**src/rtl/bcd_pkg.sv**
```systemverilog
// ---------------------------------------------------------------------------
// bcd_pkg
// Types and constants shared by the BCD datapath blocks (BCD add/subtract
// path and the BCD-to-binary converter).
//   DIGIT_W    : width of one packed BCD digit
//   MAX_DIGIT  : largest legal BCD digit value
//   state_e    : converter FSM states
//   bin_width  : number of binary bits needed to hold 10**digits - 1
// ---------------------------------------------------------------------------
package bcd_pkg;

    localparam int DIGIT_W = 4;
    localparam logic [DIGIT_W-1:0] MAX_DIGIT = 4'd9;

    typedef enum logic [1:0] {
        IDLE = 2'd0,
        CONV = 2'd1,
        DONE = 2'd2
    } state_e;

    // ceil(log2(10**digits)); evaluated at elaboration time.
    function automatic int bin_width(input int digits);
        longint unsigned pow10;
        int w;
        pow10 = 1;
        for (int i = 0; i < digits; i++) begin
            pow10 = pow10 * 10;
        end
        w = 0;
        for (int b = 0; b < 64; b++) begin
            if ((longint'(1) << w) < pow10) begin
                w = w + 1;
            end
        end
        return w;
    endfunction

endpackage

```
**src/rtl/bcd_digit_adj.sv**
```systemverilog
// ---------------------------------------------------------------------------
// bcd_digit_adj
// One-digit correction step of reverse double-dabble: after the right shift
// a digit that reads >= 8 carried a half-ten (5) in from the digit above as
// an 8, so 3 is taken off to turn that 8 back into a 5.
//   d_i : shifted 4-bit digit
//   d_o : corrected 4-bit digit (4-bit arithmetic, no borrow out)
// ---------------------------------------------------------------------------
module bcd_digit_adj
    import bcd_pkg::*;
(
    input  logic [DIGIT_W-1:0] d_i,
    output logic [DIGIT_W-1:0] d_o
);

    always_comb begin
        d_o = d_i;
        if (d_i >= 4'd8) begin
            d_o = d_i - 4'd3;
        end
    end

endmodule

```
**src/rtl/bcd_to_bin_seq.sv**
```systemverilog
// ---------------------------------------------------------------------------
// bcd_to_bin_seq
// Sequential packed-BCD to unsigned-binary converter (reverse double-dabble,
// one bit per clock).
//
// Ports
//   clk        rising-edge clock
//   rst        asynchronous active-high reset
//   in_valid   bcd_in is valid
//   in_ready   converter can accept (high only in IDLE, decoded from state)
//   bcd_in     packed BCD, digit 0 in [3:0]
//   out_valid  bin_out / err are valid
//   out_ready  downstream accepts the result
//   bin_out    binary result (0 when err is set)
//   err        at least one input digit was > 9
//   dbg_state  current FSM state, for observation only
//
// Handshake: a transfer happens on a rising edge where valid && ready are
// both high. The producer holds valid and data stable until that edge; the
// result side holds out_valid/bin_out/err stable while out_ready is low.
// ---------------------------------------------------------------------------
module bcd_to_bin_seq
    import bcd_pkg::*;
#(
    parameter int DIGITS = 4,
    parameter int BIN_W  = 14
)
(
    input  logic                      clk,
    input  logic                      rst,
    input  logic                      in_valid,
    output logic                      in_ready,
    input  logic [DIGIT_W*DIGITS-1:0] bcd_in,
    output logic                      out_valid,
    input  logic                      out_ready,
    output logic [BIN_W-1:0]          bin_out,
    output logic                      err,
    output state_e                    dbg_state
);

    localparam int BCD_W = DIGIT_W * DIGITS;
    localparam int CNT_W = $clog2(BIN_W + 1);

    state_e             state_q;
    logic [BCD_W-1:0]   bcd_q;
    logic [BIN_W-1:0]   bin_q;
    logic [CNT_W-1:0]   cnt_q;
    logic               err_q;
    logic               out_valid_q;
    logic [BIN_W-1:0]   bin_out_q;
    logic               err_out_q;

    logic [BCD_W-1:0]   bcd_shr;
    logic [BCD_W-1:0]   bcd_d;
    logic [BIN_W-1:0]   bin_d;
    logic               err_d;

    // -----------------------------------------------------------------------
    // One iteration: {bcd,bin} >> 1, then per-digit correction.
    // -----------------------------------------------------------------------
    assign bcd_shr = bcd_q >> 1;
    assign bin_d   = {bcd_q[0], bin_q[BIN_W-1:1]};

    for (genvar g = 0; g < DIGITS; g++) begin : g_adj
        bcd_digit_adj u_adj (
            .d_i (bcd_shr[g*DIGIT_W +: DIGIT_W]),
            .d_o (bcd_d[g*DIGIT_W +: DIGIT_W])
        );
    end

    // Any illegal digit on the incoming word.
    always_comb begin
        err_d = 1'b0;
        for (int i = 0; i < DIGITS; i++) begin
            if (bcd_in[i*DIGIT_W +: DIGIT_W] > MAX_DIGIT) begin
                err_d = 1'b1;
            end
        end
    end

    // -----------------------------------------------------------------------
    // Control FSM with registered result outputs.
    // -----------------------------------------------------------------------
    always_ff @(posedge clk or posedge rst) begin
        if (rst) begin
            state_q     <= IDLE;
            bcd_q       <= '0;
            bin_q       <= '0;
            cnt_q       <= '0;
            err_q       <= 1'b0;
            out_valid_q <= 1'b0;
            bin_out_q   <= '0;
            err_out_q   <= 1'b0;
        end else begin
            case (state_q)
                IDLE: begin
                    if (in_valid) begin
                        bcd_q   <= bcd_in;
                        bin_q   <= '0;
                        cnt_q   <= CNT_W'(BIN_W);
                        err_q   <= err_d;
                        state_q <= CONV;
                    end
                end
                CONV: begin
                    bcd_q <= bcd_d;
                    bin_q <= bin_d;
                    cnt_q <= cnt_q - 1'b1;
                    if (cnt_q == CNT_W'(1)) begin
                        // Final shift lands in the output register directly so
                        // out_valid rises on the same edge as the last shift.
                        state_q     <= DONE;
                        out_valid_q <= 1'b1;
                        bin_out_q   <= err_q ? '0 : bin_d;
                        err_out_q   <= err_q;
                    end
                end
                DONE: begin
                    if (out_ready) begin
                        state_q     <= IDLE;
                        out_valid_q <= 1'b0;
                    end
                end
                default: begin
                    state_q     <= IDLE;
                    out_valid_q <= 1'b0;
                end
            endcase
        end
    end

    assign in_ready  = (state_q == IDLE);
    assign out_valid = out_valid_q;
    assign bin_out   = bin_out_q;
    assign err       = err_out_q;
    assign dbg_state = state_q;

`ifndef SYNTHESIS
    // A legal BCD word is fully drained into bin after BIN_W iterations.
    always @(posedge clk) begin
        if (!rst && state_q == CONV && cnt_q == CNT_W'(1) && !err_q) begin
            assert (bcd_d == '0);
        end
    end
`endif

endmodule

```
**config.mk**
```make
export PLATFORM = sky130hd
export DESIGN_NAME = bcd_to_bin_seq
export DESIGN_NICKNAME = d
export VERILOG_FILES = /design/src/rtl/bcd_pkg.sv /design/src/rtl/bcd_digit_adj.sv /design/src/rtl/bcd_to_bin_seq.sv
export SDC_FILE = /design/constraint.sdc
export NUM_CORES = 1
export LEC_CHECK = 0
export ABC_AREA = 0
export BUFFER_PORTS_ARGS = -buffer_cell sky130_fd_sc_hd__buf_2
export CAP_MARGIN = 10
export CORE_ASPECT_RATIO = 0.9
export CORE_MARGIN = 2
export CORE_UTILIZATION = 30
export DETAILED_ROUTE_END_ITERATION = 10
export HOLD_SLACK_MARGIN = 0.06
export PLACE_DENSITY = 0.48
export SYNTH_ARGS = -nofsm -noshare
export SYNTH_HDL_FRONTEND = slang
export SYNTH_HIERARCHICAL = 1
export SYNTH_SLANG_ARGS = --single-unit
export TNS_END_PERCENT = 1
```
**constraint.sdc**
```tcl
create_clock -name clk -period 1.5 [get_ports clk]
set_input_delay 0.225 -clock clk [delete_from_list [all_inputs] [get_ports clk]]
set_output_delay 0.225 -clock clk [all_outputs]
set_load 0.005 [all_outputs]
```
* After elaboration in Yosys (flattened, before gate mapping)
Cells that the tools add are included.
Word-level totals: bits of input ports 20, logic and storage cells 57, bits in registers 53, output and inout port bits 19
Cells by class: reductions and logical operators 7, muxes and demuxes 22, order comparisons 8, bitwise gates (word level) 1, $add $sub $neg 5, equality and inequality tests 6
Operator list (number):
- $pmux W16 S2 | 1
- $mux W14 | 2
- $pmux W14 S2 | 1
- $mux W4 | 5
- $gt A4 B4 Y1 const B | 4
- $mux W16 | 1
- $ge A4 B4 Y1 const B | 3
- $sub A4 B2 Y4 const B | 3
- $pmux W4 S2 | 1
- $mux W1 | 6
- $mux W2 | 3
- $ne A2 B2 Y1 const B | 3
- $pmux W2 S3 | 1
- $reduce_and A2 Y1 | 3
- $reduce_and A3 Y1 | 2
- $eq A4 B1 Y1 const B | 1
- $ge A3 B4 Y1 const B | 1
- $sub A3 B2 Y4 const B | 1
- $sub A4 B1 Y4 const B | 1
- $pmux W1 S3 | 1
- $eq A2 B1 Y1 const B | 1
- $eq A2 B2 Y1 const B | 1
- $logic_not A2 Y1 | 1
- $reduce_bool A2 Y1 | 1
- $not A1 Y1 | 1

* Depth between registers and ports, before layout
depth in word-level cells 5, gate-level depth with buffers 6, depth with buffers taken out 6

* Modules after synthesis
The synthesis kept the hierarchy.
By module, submodules not included:
- bcd_to_bin_seq | area each 2338.5 um^2, cells an instance 223, instances 1, seq. area each 1301.2 um^2
- bcd_digit_adj | area each 76.3 um^2, cells an instance 11, instances 4, seq. area each 0.0 um^2

* Least setup slack after synthesis
No wires, ideal clock.
path type reg2reg, start register cnt_q[1], end register bin_out_q[0], in the netlist bin_out[0], slack -0.006 ns, arrival 1.381 ns, period minus slack after synthesis 1.506 ns, library setup time 0.125 ns, data required time 1.375 ns, path buffers 1, cell stages (with the launch flop) 7, cells stage by stage dfrtp_1 > inv_1 > ha_1 > nor3b_2 > nand2_4 > buf_6 > mux2_4
Between the ends: word-level cells in the longest chain between the ends 2
Ends and longest elaborated chain:
- start, declared | RTL line bcd_to_bin_seq.sv:47 | logic [CNT_W-1:0] cnt_q;
- start signal, assigned | RTL line bcd_to_bin_seq.sv:100 | cnt_q <= CNT_W'(BIN_W);
- start signal, assigned | RTL line bcd_to_bin_seq.sv:108 | cnt_q <= cnt_q - 1'b1;
- $eq A4 B1 Y1 | RTL line bcd_to_bin_seq.sv:109 | if (cnt_q == CNT_W'(1)) begin
- $reduce_and A2 Y1 (no line)
- end signal, assigned | RTL line bcd_to_bin_seq.sv:114 | bin_out_q <= err_q ? '0 : bin_d;
- end, declared | RTL line bcd_to_bin_seq.sv:50 | logic [BIN_W-1:0] bin_out_q;
Every way passes these cells. A chain may end at the register's enable or synchronous reset.

* Worst setup path after layout
start register cnt_q[1], end register bin_out_q[6], in the netlist bin_out[6]
Same word-level chain as after synthesis.

==> results.sh <==
export IMPL_status="complete, but fails checks"
export IMPL_violations="negative setup slack"
export IMPL_async_reset_ff_frac=1.00
export IMPL_synth_cells=267
export IMPL_area_growth_pct=21.7
export IMPL_drtIter0Drc=72
export IMPL_max_clock_freq_mhz=653
export IMPL_core_area_um2=8570
export IMPL_cts_tree="done"
export IMPL_drc_errors=0
export IMPL_setup_slack_ns=-0.0315
export IMPL_netlist_top_cells_count="dfrtp_1 (52), nand2_1 (40), nor2_1 (32)"
export IMPL_min_path_type="input pin to flip-flop"
export IMPL_avgSynthCellArea_um2=9.90
export IMPL_clock_skew_ns=0.00614
export IMPL_yosysMostFrequentCell="dfrtp_1"
export IMPL_nNetsFinal=350
export IMPL_ir_worst_vdd_v=0.000600
export IMPL_final_max_slew_violation_count=0
export IMPL_synth_top_cell_by_area="dfrtp_1"
export IMPL_cts_sinks=52
export IMPL_ys_ff_latch=52
export IMPL_drv_cap=0
export IMPL_drive_above_1_share=0.274
export IMPL_grt_start_max_net_pins=38
export IMPL_drt_vias_per_instance=4.44
export IMPL_die_area_um2=9580
export IMPL_worstPathArrival_ns=1.74
export IMPL_crit_type="flip-flop to flip-flop"
export IMPL_cts_buffer_depth=2
export IMPL_antenna_left=0
export IMPL_vias=1953
export IMPL_relSlewSlack=0.630
export IMPL_ys_seq_area_frac=0.492
export IMPL_wl_um=5610
export IMPL_worst_slew_pin_slew_ns=0.555
export IMPL_insertion_delay_ns=0.31
export IMPL_clk_root_buffer_cell="clkbuf_8"
export IMPL_fp_dieH_um=93.1
export IMPL_grt_overflow=0
export IMPL_utilization=0.375
export IMPL_antenna_found_initial=0
export IMPL_fin_tns_setup_ns=-0.255
export IMPL_startpoint_type="flip-flop"
export IMPL_cts_clk_slew_worst_paths_ns=0.10
export IMPL_grtUsageTotal=0.126
export IMPL_hold_viol=0
export IMPL_synth_edf_count=0
export IMPL_cts_htree_levels=2
export IMPL_wl_per_cell_um=12.7
export IMPL_power_density_nw_per_um2=1950
export IMPL_setup_viol=9
export IMPL_post_route_min_period_ns=1.53
export IMPL_synth_area_top_cells="dfrtp_1 (49%), nand2_1 (5.7%), mux2_4 (5.1%)"
export IMPL_rows=32
export IMPL_crit_required_ns=1.70
export IMPL_path_max_fanout=8
export IMPL_dp_hpwl_um=3670
export IMPL_synth_area_um2=2640
export IMPL_synth_flop_cell="dfrtp_1"
export IMPL_dr_pass1_iters=4
export IMPL_gp_routability_congestion=0.778
export IMPL_rsz0062_at_grt="yes"
export IMPL_ys_warn_count=6
export IMPL_grt_pass1_wl_um=9430
export IMPL_port_buffers=38
export IMPL_yosysTopAreaCellShare=0.492
export IMPL_io_pins=39
export IMPL_p_leak_nw=1.62
export IMPL_die_w_um=103
export IMPL_end_kind="flip-flop"
export IMPL_antenna_cells=0
export IMPL_synth_cell_type_count=32
export IMPL_start_util=0.309
export IMPL_cts_made_buffers=5
export IMPL_timing_final_crit_share=1.02
export IMPL_grt_pass1_vias=1876
==> sequential cells by signal, indices dropped and copies added (netlist names) <==
register	flops
bin_out	14
bcd_q	16
cnt_q	4
err_q	1
err	1
bin_q	13
dbg_state	2
out_valid	1
==> worst paths after layout <==
path	end	cells past startpoint	start	slack, ns
setup / recovery	bin_out[6]$_DFFE_PP0P_	5	cnt_q[1]$_DFFE_PP0P_	-0.03
hold / removal	bcd_q[8]$_DFFE_PP0P_	3	bcd_in[8]	0.16
setup reg to reg	bin_out[6]$_DFFE_PP0P_	5	cnt_q[1]$_DFFE_PP0P_	-0.03
hold reg to reg	bin_q[1]$_DFFE_PP0P_	2	bin_q[2]$_DFFE_PP0P_	0.49
max in group asynchronous	dbg_state[1]$_DFFE_PP0P_	4	rst	0.62
min in group asynchronous	bin_out[13]$_DFFE_PP0P_	3	rst	0.43
==> final cells by class <==
class	count	area [µm²]
multi-input combinational	195	1250
fill	901	5350
clock buffer	5	68.8
tap	119	149
sequential	52	1300
clock inverter	3	46.3
timing repair buffer	55	358
inverter	11	41.3
==> per-layer routing <==
layer  track usage  wire length (µm)  up-vias
li1              -                 -      981
met1         0.181              2780      940
met2         0.191              2550       24
met3        0.0239               200        8
met4        0.0428                85        0
met5             0                 0        -
==> what timing repair did <==
| item | 4_1_cts | 5_1_grt |
|---|---|---|
| hold buffers | 1 | 0 |
| hold endpoints to repair | 13 | 0 |
| pin swaps | 1 | 1 |
| buffers inserted | 2 | 0 |
| cloned | 1 | 0 |
| resized for setup | 2 | 3 |
| setup endpoints to repair | 11 | 27 |
==> power breakdown <==
| part | internal [mW] | switching [mW] |
|---|---|---|
| Combinational | 1.39 | 1.18 |
| Sequential | 2.07 | 0.618 |
| Clock | 0.503 | 0.500 |
| Total | 3.96 | 2.30 |
==> placed cells by master, fill, tap and decap left out, drive strengths merged, types with 5 or more instances in the layout <==
master   n
mux2    15
nor2    32
ha      10
o21ai   11
a21oi    5
nand3   14
conb     5
dfrtp   52
buf     54
o22ai   12
nand2   42
clkbuf   5
inv     12
a31oi    6
nor2b   20
nand2b   5
==> per-stage QoR <==
step	cells	power, mW	hold slack [ns]	cell area [µm²]	setup WS [ns]
final	440	6.27	0.159	3220	-0.0315
after CTS	440	6.32	0.152	3200	-0.0186
after global placement	428	5.19	0.229	3050	0.0243
after detailed placement	428	5.23	0.227	3050	-0.0101
after global routing	440	6.86	0.163	3220	-0.108
after floorplan	271	4.51	0.373	2670	0.0171
==> critical path, stage by stage (launching register included) <==
cell and delay, ns:
dfrtp_1 0.40, inv_2 0.08, ha_4 0.12, nor3b_4 0.32
nand2_4 0.19, mux2_4 0.32
==> cell families (layout without fill, tap and decap cells) <==
| group | count (synthesis) | count (layout) | share of synthesized area |
|---|---|---|---|
| buffers and inverters | 25 | 74 | 0.0521 |
| AND/OR/NAND/NOR | 116 | 117 | 0.208 |
| other | 1 | 5 | 0.00142 |
| adder cells (fa/ha/maj) | 10 | 10 | 0.0473 |
| AO/OA/AOI/OAI | 40 | 40 | 0.0961 |
| XOR/XNOR | 8 | 8 | 0.0265 |
| flip-flops | 52 | 52 | 0.492 |
| multiplexers | 15 | 15 | 0.0767 |
Note: power is estimated with default switching activity, not from simulation.
